### src/rtl/stopwatch_pkg.sv
// +----------------------------------------------------------------------------
// | stopwatch_pkg : state encoding shared by the stopwatch controller blocks
// | Rev 1.0
// +----------------------------------------------------------------------------
`default_nettype none

package stopwatch_pkg;

  typedef enum logic [1:0] {
    IDLE    = 2'b00,
    RUN     = 2'b01,
    PAUSE   = 2'b10,
    ILLEGAL = 2'b11
  } sw_state_t;

endpackage

`default_nettype wire

### src/rtl/btn_filter.sv
// +----------------------------------------------------------------------------
// | btn_filter : 2-FF synchronizer, stable-level debounce, one-cycle press pulse
// | Rev 1.0
// +----------------------------------------------------------------------------
`default_nettype none

module btn_filter #(
  parameter int STABLE_CYCLES = 4
) (
  input  logic clk,
  input  logic reset,
  input  logic btn_raw,
  output logic press
);

  localparam logic [7:0] LAST_CNT = 8'(STABLE_CYCLES - 1);

  logic       sync_q1;
  logic       sync_q2;
  logic [7:0] stable_cnt;
  logic       level;
  logic       level_d;

  // stable_cnt counts consecutive samples that disagree with the accepted level
  always_ff @(posedge clk) begin
    if (reset) begin
      sync_q1    <= 1'b0;
      sync_q2    <= 1'b0;
      stable_cnt <= 8'd0;
      level      <= 1'b0;
      level_d    <= 1'b0;
      press      <= 1'b0;
    end else begin
      sync_q1 <= btn_raw;
      sync_q2 <= sync_q1;
      if (sync_q2 == level) begin
        stable_cnt <= 8'd0;
      end else if (stable_cnt == LAST_CNT) begin
        level      <= sync_q2;
        stable_cnt <= 8'd0;
      end else begin
        stable_cnt <= stable_cnt + 8'd1;
      end
      level_d <= level;
      press   <= level & ~level_d;
    end
  end

endmodule

`default_nettype wire

### src/rtl/stopwatch_ctrl.sv
// +----------------------------------------------------------------------------
// | stopwatch_ctrl : debounced start/clear/lap buttons driving a run/pause FSM
// | Optional lap feature: define STOPWATCH_CTRL_LAP_EN.   Rev 1.0
// +----------------------------------------------------------------------------
`default_nettype none

module stopwatch_ctrl
  import stopwatch_pkg::*;
#(
  parameter int STABLE_CYCLES = 4
) (
  input  logic       clk,
  input  logic       reset,
  input  logic       btn_start,
  input  logic       btn_clear,
  input  logic       btn_lap,
  output logic       cnt_en,
  output logic       cnt_clr,
  output logic       lap_hold,
  output logic [1:0] state
);

  sw_state_t state_q;
  logic      start_press;
  logic      clear_press;
  logic      lap_press;

  btn_filter #(.STABLE_CYCLES(STABLE_CYCLES)) u_start_filter (
    .clk     (clk),
    .reset   (reset),
    .btn_raw (btn_start),
    .press   (start_press)
  );

  btn_filter #(.STABLE_CYCLES(STABLE_CYCLES)) u_clear_filter (
    .clk     (clk),
    .reset   (reset),
    .btn_raw (btn_clear),
    .press   (clear_press)
  );

`ifdef STOPWATCH_CTRL_LAP_EN
  logic lap_q;

  btn_filter #(.STABLE_CYCLES(STABLE_CYCLES)) u_lap_filter (
    .clk     (clk),
    .reset   (reset),
    .btn_raw (btn_lap),
    .press   (lap_press)
  );

  assign lap_hold = lap_q;
`else
  logic unused_lap;

  assign lap_press  = 1'b0;
  assign unused_lap = btn_lap;
  assign lap_hold   = 1'b0;
`endif

  // cnt_en is updated alongside state_q so it is high exactly while in RUN
  always_ff @(posedge clk) begin
    if (reset) begin
      state_q <= IDLE;
      cnt_en  <= 1'b0;
      cnt_clr <= 1'b0;
`ifdef STOPWATCH_CTRL_LAP_EN
      lap_q   <= 1'b0;
`endif
    end else begin
      cnt_clr <= 1'b0;
      case (state_q)
        IDLE: begin
          if (start_press) begin
            state_q <= RUN;
            cnt_en  <= 1'b1;
          end
        end
        RUN: begin
`ifdef STOPWATCH_CTRL_LAP_EN
          if (lap_press) lap_q <= ~lap_q;
`endif
          if (start_press) begin
            state_q <= PAUSE;
            cnt_en  <= 1'b0;
          end
        end
        PAUSE: begin
`ifdef STOPWATCH_CTRL_LAP_EN
          if (lap_press) lap_q <= 1'b0;
`endif
          if (clear_press) begin
            state_q <= IDLE;
            cnt_clr <= 1'b1;
`ifdef STOPWATCH_CTRL_LAP_EN
            lap_q   <= 1'b0;
`endif
          end else if (start_press) begin
            state_q <= RUN;
            cnt_en  <= 1'b1;
          end
        end
        default: begin
          state_q <= IDLE;
          cnt_en  <= 1'b0;
`ifdef STOPWATCH_CTRL_LAP_EN
          lap_q   <= 1'b0;
`endif
        end
      endcase
    end
  end

  assign state = state_q;

endmodule

`default_nettype wire

### config.mk
export PLATFORM = sky130hd
export DESIGN_NAME = stopwatch_ctrl
export DESIGN_NICKNAME = d
export VERILOG_FILES = /design/src/rtl/stopwatch_pkg.sv /design/src/rtl/btn_filter.sv /design/src/rtl/stopwatch_ctrl.sv
export SDC_FILE = /design/constraint.sdc
export NUM_CORES = 1
export LEC_CHECK = 0
export ABC_AREA = 1
export BUFFER_PORTS_ARGS = -buffer_cell sky130_fd_sc_hd__clkbuf_2
export CAP_MARGIN = 20
export CORE_MARGIN = 4
export CORE_UTILIZATION = 52
export CTS_CLUSTER_DIAMETER = 150
export DETAILED_ROUTE_END_ITERATION = 16
export PLACE_DENSITY = 0.73
export SYNTH_ARGS = -nofsm -noshare
export SYNTH_HDL_FRONTEND = slang
export SYNTH_SLANG_ARGS = --single-unit
### constraint.sdc
create_clock -name clk -period 1.1 [get_ports clk]
set_input_delay 0.11 -clock clk [delete_from_list [all_inputs] [get_ports clk]]
set_output_delay 0.11 -clock clk [all_outputs]
set_load 0.02 [all_outputs]
==> qor.yml <==
logic_synthesis:
  syn_nets: 198
  syn_area_um2: 1358
  yosysMostFrequentCell: "nand2_1"
  synth_cell_types: 24
  synthTopCellsByCount: "nand2_1, nor2_1, dfxtp_1"
  ys_ff_latch: 30
  synth_top_area_share_pct: 44.24
  synth.avg_cell_area_um2: 7.108
  synth-seq-area-share_pct: 44.24
  synth-edff-count: 0
  ys.flop_type: "dfxtp_1"
  synth_async_sr_flop_share_pct: 0
  synth_area_leader_cell: "dfxtp_1"
  ys.warnings.count: 0
  ys_top_cells_by_area: "dfxtp_1, nand2_1, nor2_1"
  synthCells: 191
sta:
  final_hold_viol_count: 0
  drv_slew: 0
  hold-worst-slack_ns: 0.07647
  fmaxAchievable_mhz: 951.2
  period_share_pct: 95.57
  setup-tns-final_ns: 0
  layout_min_cycle_time_ns: 1.051
  rsz0062_at_grt: "true"
  setup_viol: 0
  skew_ns: 0.01147
worst_setup_path:
  start_kind: "flop"
  max_stage_delay_ns: 0.37
  critPathMaxFanout: 7
  startpoint: "u_start_filter.stable_cnt[0]$_SDFF_PP0_"
  r2r_cells: 6
  r2r_slack_ns: 0.05
  crit_arrival_ns: 1.28
  crit_path_top_delay_cell: "dfxtp_2"
  cp.required_ns: 1.33
  worst_path_most_repeated_cell: "nand2_4"
  timing.rr.start: "u_start_filter.stable_cnt[0]$_SDFF_PP0_"
  cp-end-kind: "flop"
  crit_type: "reg -> reg"
  r2r-end: "u_start_filter.stable_cnt[0]$_SDFF_PP0_"
  path_cells: "ha_4, nand2_4, nor2_4, nand2_2, nand2_4, nor2_1"
pwr:
  power-per-cell-area_nw_per_um2: 1142
  peakVddDrop_mv: 1.214
  leakagePower_nw: 0.6761
place:
  finalWeightedCongestion: 0.8590
  portBuffers: 7
  dpl.hpwl_um: 1806
global_route:
  grt_usage_pct: 16.97
  grt_pass1_vias: 1120
  grt_max_degree: 12
  antenna_found_initial: 0
  grt_overflow: 0
  grt_pass1_wl_um: 4436
clocking:
  postCtsSetupRepairBufs: 0
  cts_sinks: 30
  htree_num_levels: 2
  tritoncts: "yes"
  cts.clk_slew.worst_paths_ns: 0.09
  numCtsBuffers: 5
  clockBufferDepth: 2
  root_buffer: "clkbuf_4"
  clk_latency_ns: 0.34
floorplanning:
  initial_core_util_pct: 54.80
  dieArea_um2: 3492
  core-area_um2: 2477
  rows: 18
  pin_count: 10
  die_w_um: 59.10
  die_y_um: 59.10
layout:
  area_delta_synth_final_pct: 19.26
  final_util_pct: 65.35
  final_layout_size_suffix_gt1_share_pct: 31.46
  final_nets: 219
  ff_latch_area_um2: 609.3
  nFillCells: 230
  num_antenna_cells: 0
  multi_input_area_um2: 676.9
min_path:
  hp-start: "reset"
  hold_class: "in -> reg"
  holdPathStages: 4
  holdPathEnd: "u_start_filter.level$_SDFFE_PP0P_"
detailed_routing:
  ant_nets: 0
  first_iter_violations: 42
  drc: 0
  via_per_inst: 4.794
  routed_wl_um: 2492
  firstDrtPassIters: 4
  post_drt_wl_per_cell_um: 10.26
  vias: 1165
status:
  status: "completed"
job:
  max-cap-violations: 0
==> cell usage in the layout, fill, tap and decap left out <==
master         count
nand2_1           35
nor2_1            29
inv_1             25
dfxtp_1           23
nand3_1           15
nor2_2            11
inv_2              8
clkbuf_2           7
buf_4              7
dfxtp_2            7
nand2_2            6
clkbuf_4           5
o21ai_1            4
a21oi_2            4
nor2_4             3
nand2_4            3
a21oi_1            3
xor2_1             2
nor3_1             2
ha_4               2
dlygate4sd3_1      2
clkinv_1           1
nand4_1            1
nand3_2            1
xnor2_1            1
o21ai_0            1
or2_2              1
conb_1             1
clkinv_2           1
clkbuf_1           1
clkbuf_8           1
==> worst max path at each step <==
stage	end
5_1_grt	u_start_filter.stable_cnt[5]$_SDFF_PP0_
2_1_floorplan	u_clear_filter.stable_cnt[6]$_SDFF_PP0_
3_5_place_dp	u_start_filter.stable_cnt[4]$_SDFF_PP0_
4_1_cts	state[0]
3_3_place_gp	u_start_filter.stable_cnt[0]$_SDFF_PP0_
6_report	u_start_filter.stable_cnt[0]$_SDFF_PP0_
==> sequential cells by signal, summed over array words and instances, names as in the netlist <==
signal and flops:
u_clear_filter.sync_q1 1, state 2, u_start_filter.sync_q1 1, u_clear_filter.stable_cnt 8
u_clear_filter.sync_q2 1, u_start_filter.level 1, u_start_filter.stable_cnt 8, cnt_en 1
u_start_filter.press 1, u_start_filter.sync_q2 1, u_start_filter.level_d 1, u_clear_filter.press 1
cnt_clr 1, u_clear_filter.level_d 1, u_clear_filter.level 1
==> kinds of logic after synthesis <==
kind of cell    count (synthesis)  share of synthesized area (%)
compound gates                 12                          5.529
xor+xnor                        3                          1.936
fa+ha+maj                       2                          1.843
buf+inv                        36                          10.32
flops                          30                          44.24
other cells                     1                         0.2762
simple gates                  107                          35.85
==> metal layers <==
layer	up-vias	share of wire [%]	track usage [%]
met5	-	0	0
li1	615	-	-
met3	8	2.8	4.575
met1	531	43	18.26
met4	0	2.6	11.00
met2	11	52	29.02
==> stage by stage <==
step / worst slack [ns] / power, mW / cells / instance area (µm²)
after floorplan: 0.006457 / 1.159 / 191 / 1360
after global placement: -0.00001021 / 1.172 / 233 / 1473
after detailed placement: -0.06141 / 1.175 / 233 / 1473
after CTS: 0.0001902 / 1.877 / 243 / 1580
after global routing: -0.02056 / 1.926 / 243 / 1619
final: 0.04874 / 1.848 / 243 / 1619
==> worst max-delay path: cells and delay by family (launching register included) <==
family,cells,cell delay (ns)
AND/OR/NAND/NOR,5,0.42
flip-flops,1,0.37
adder cells (fa/ha/maj),1,0.17
==> layout make-up <==
type	instances	area share [%]
Multi-Input combinational cell	125	41.81
Sequential cell	30	37.64
Inverter	34	7.883
Timing Repair Buffer	16	6.646
Clock buffer	7	3.400
Clock inverter	1	0.3091
Tap cell	30	2.318
==> report_power, final <==
part / switching [mW] / internal (mW)
registers: 0.00514 / 1.09
clock network: 0.382 / 0.309
logic: 0.0333 / 0.0239
==> what timing repair did <==
action / CTS / global route
hold buffers: 2 / 0
endpoints found under the hold margin: 2 / 0
endpoints found under the setup margin: 14 / 16
pin swaps: 4 / 7
gates resized for setup: 7 / 14
Note: power is estimated with default switching activity, not from simulation.
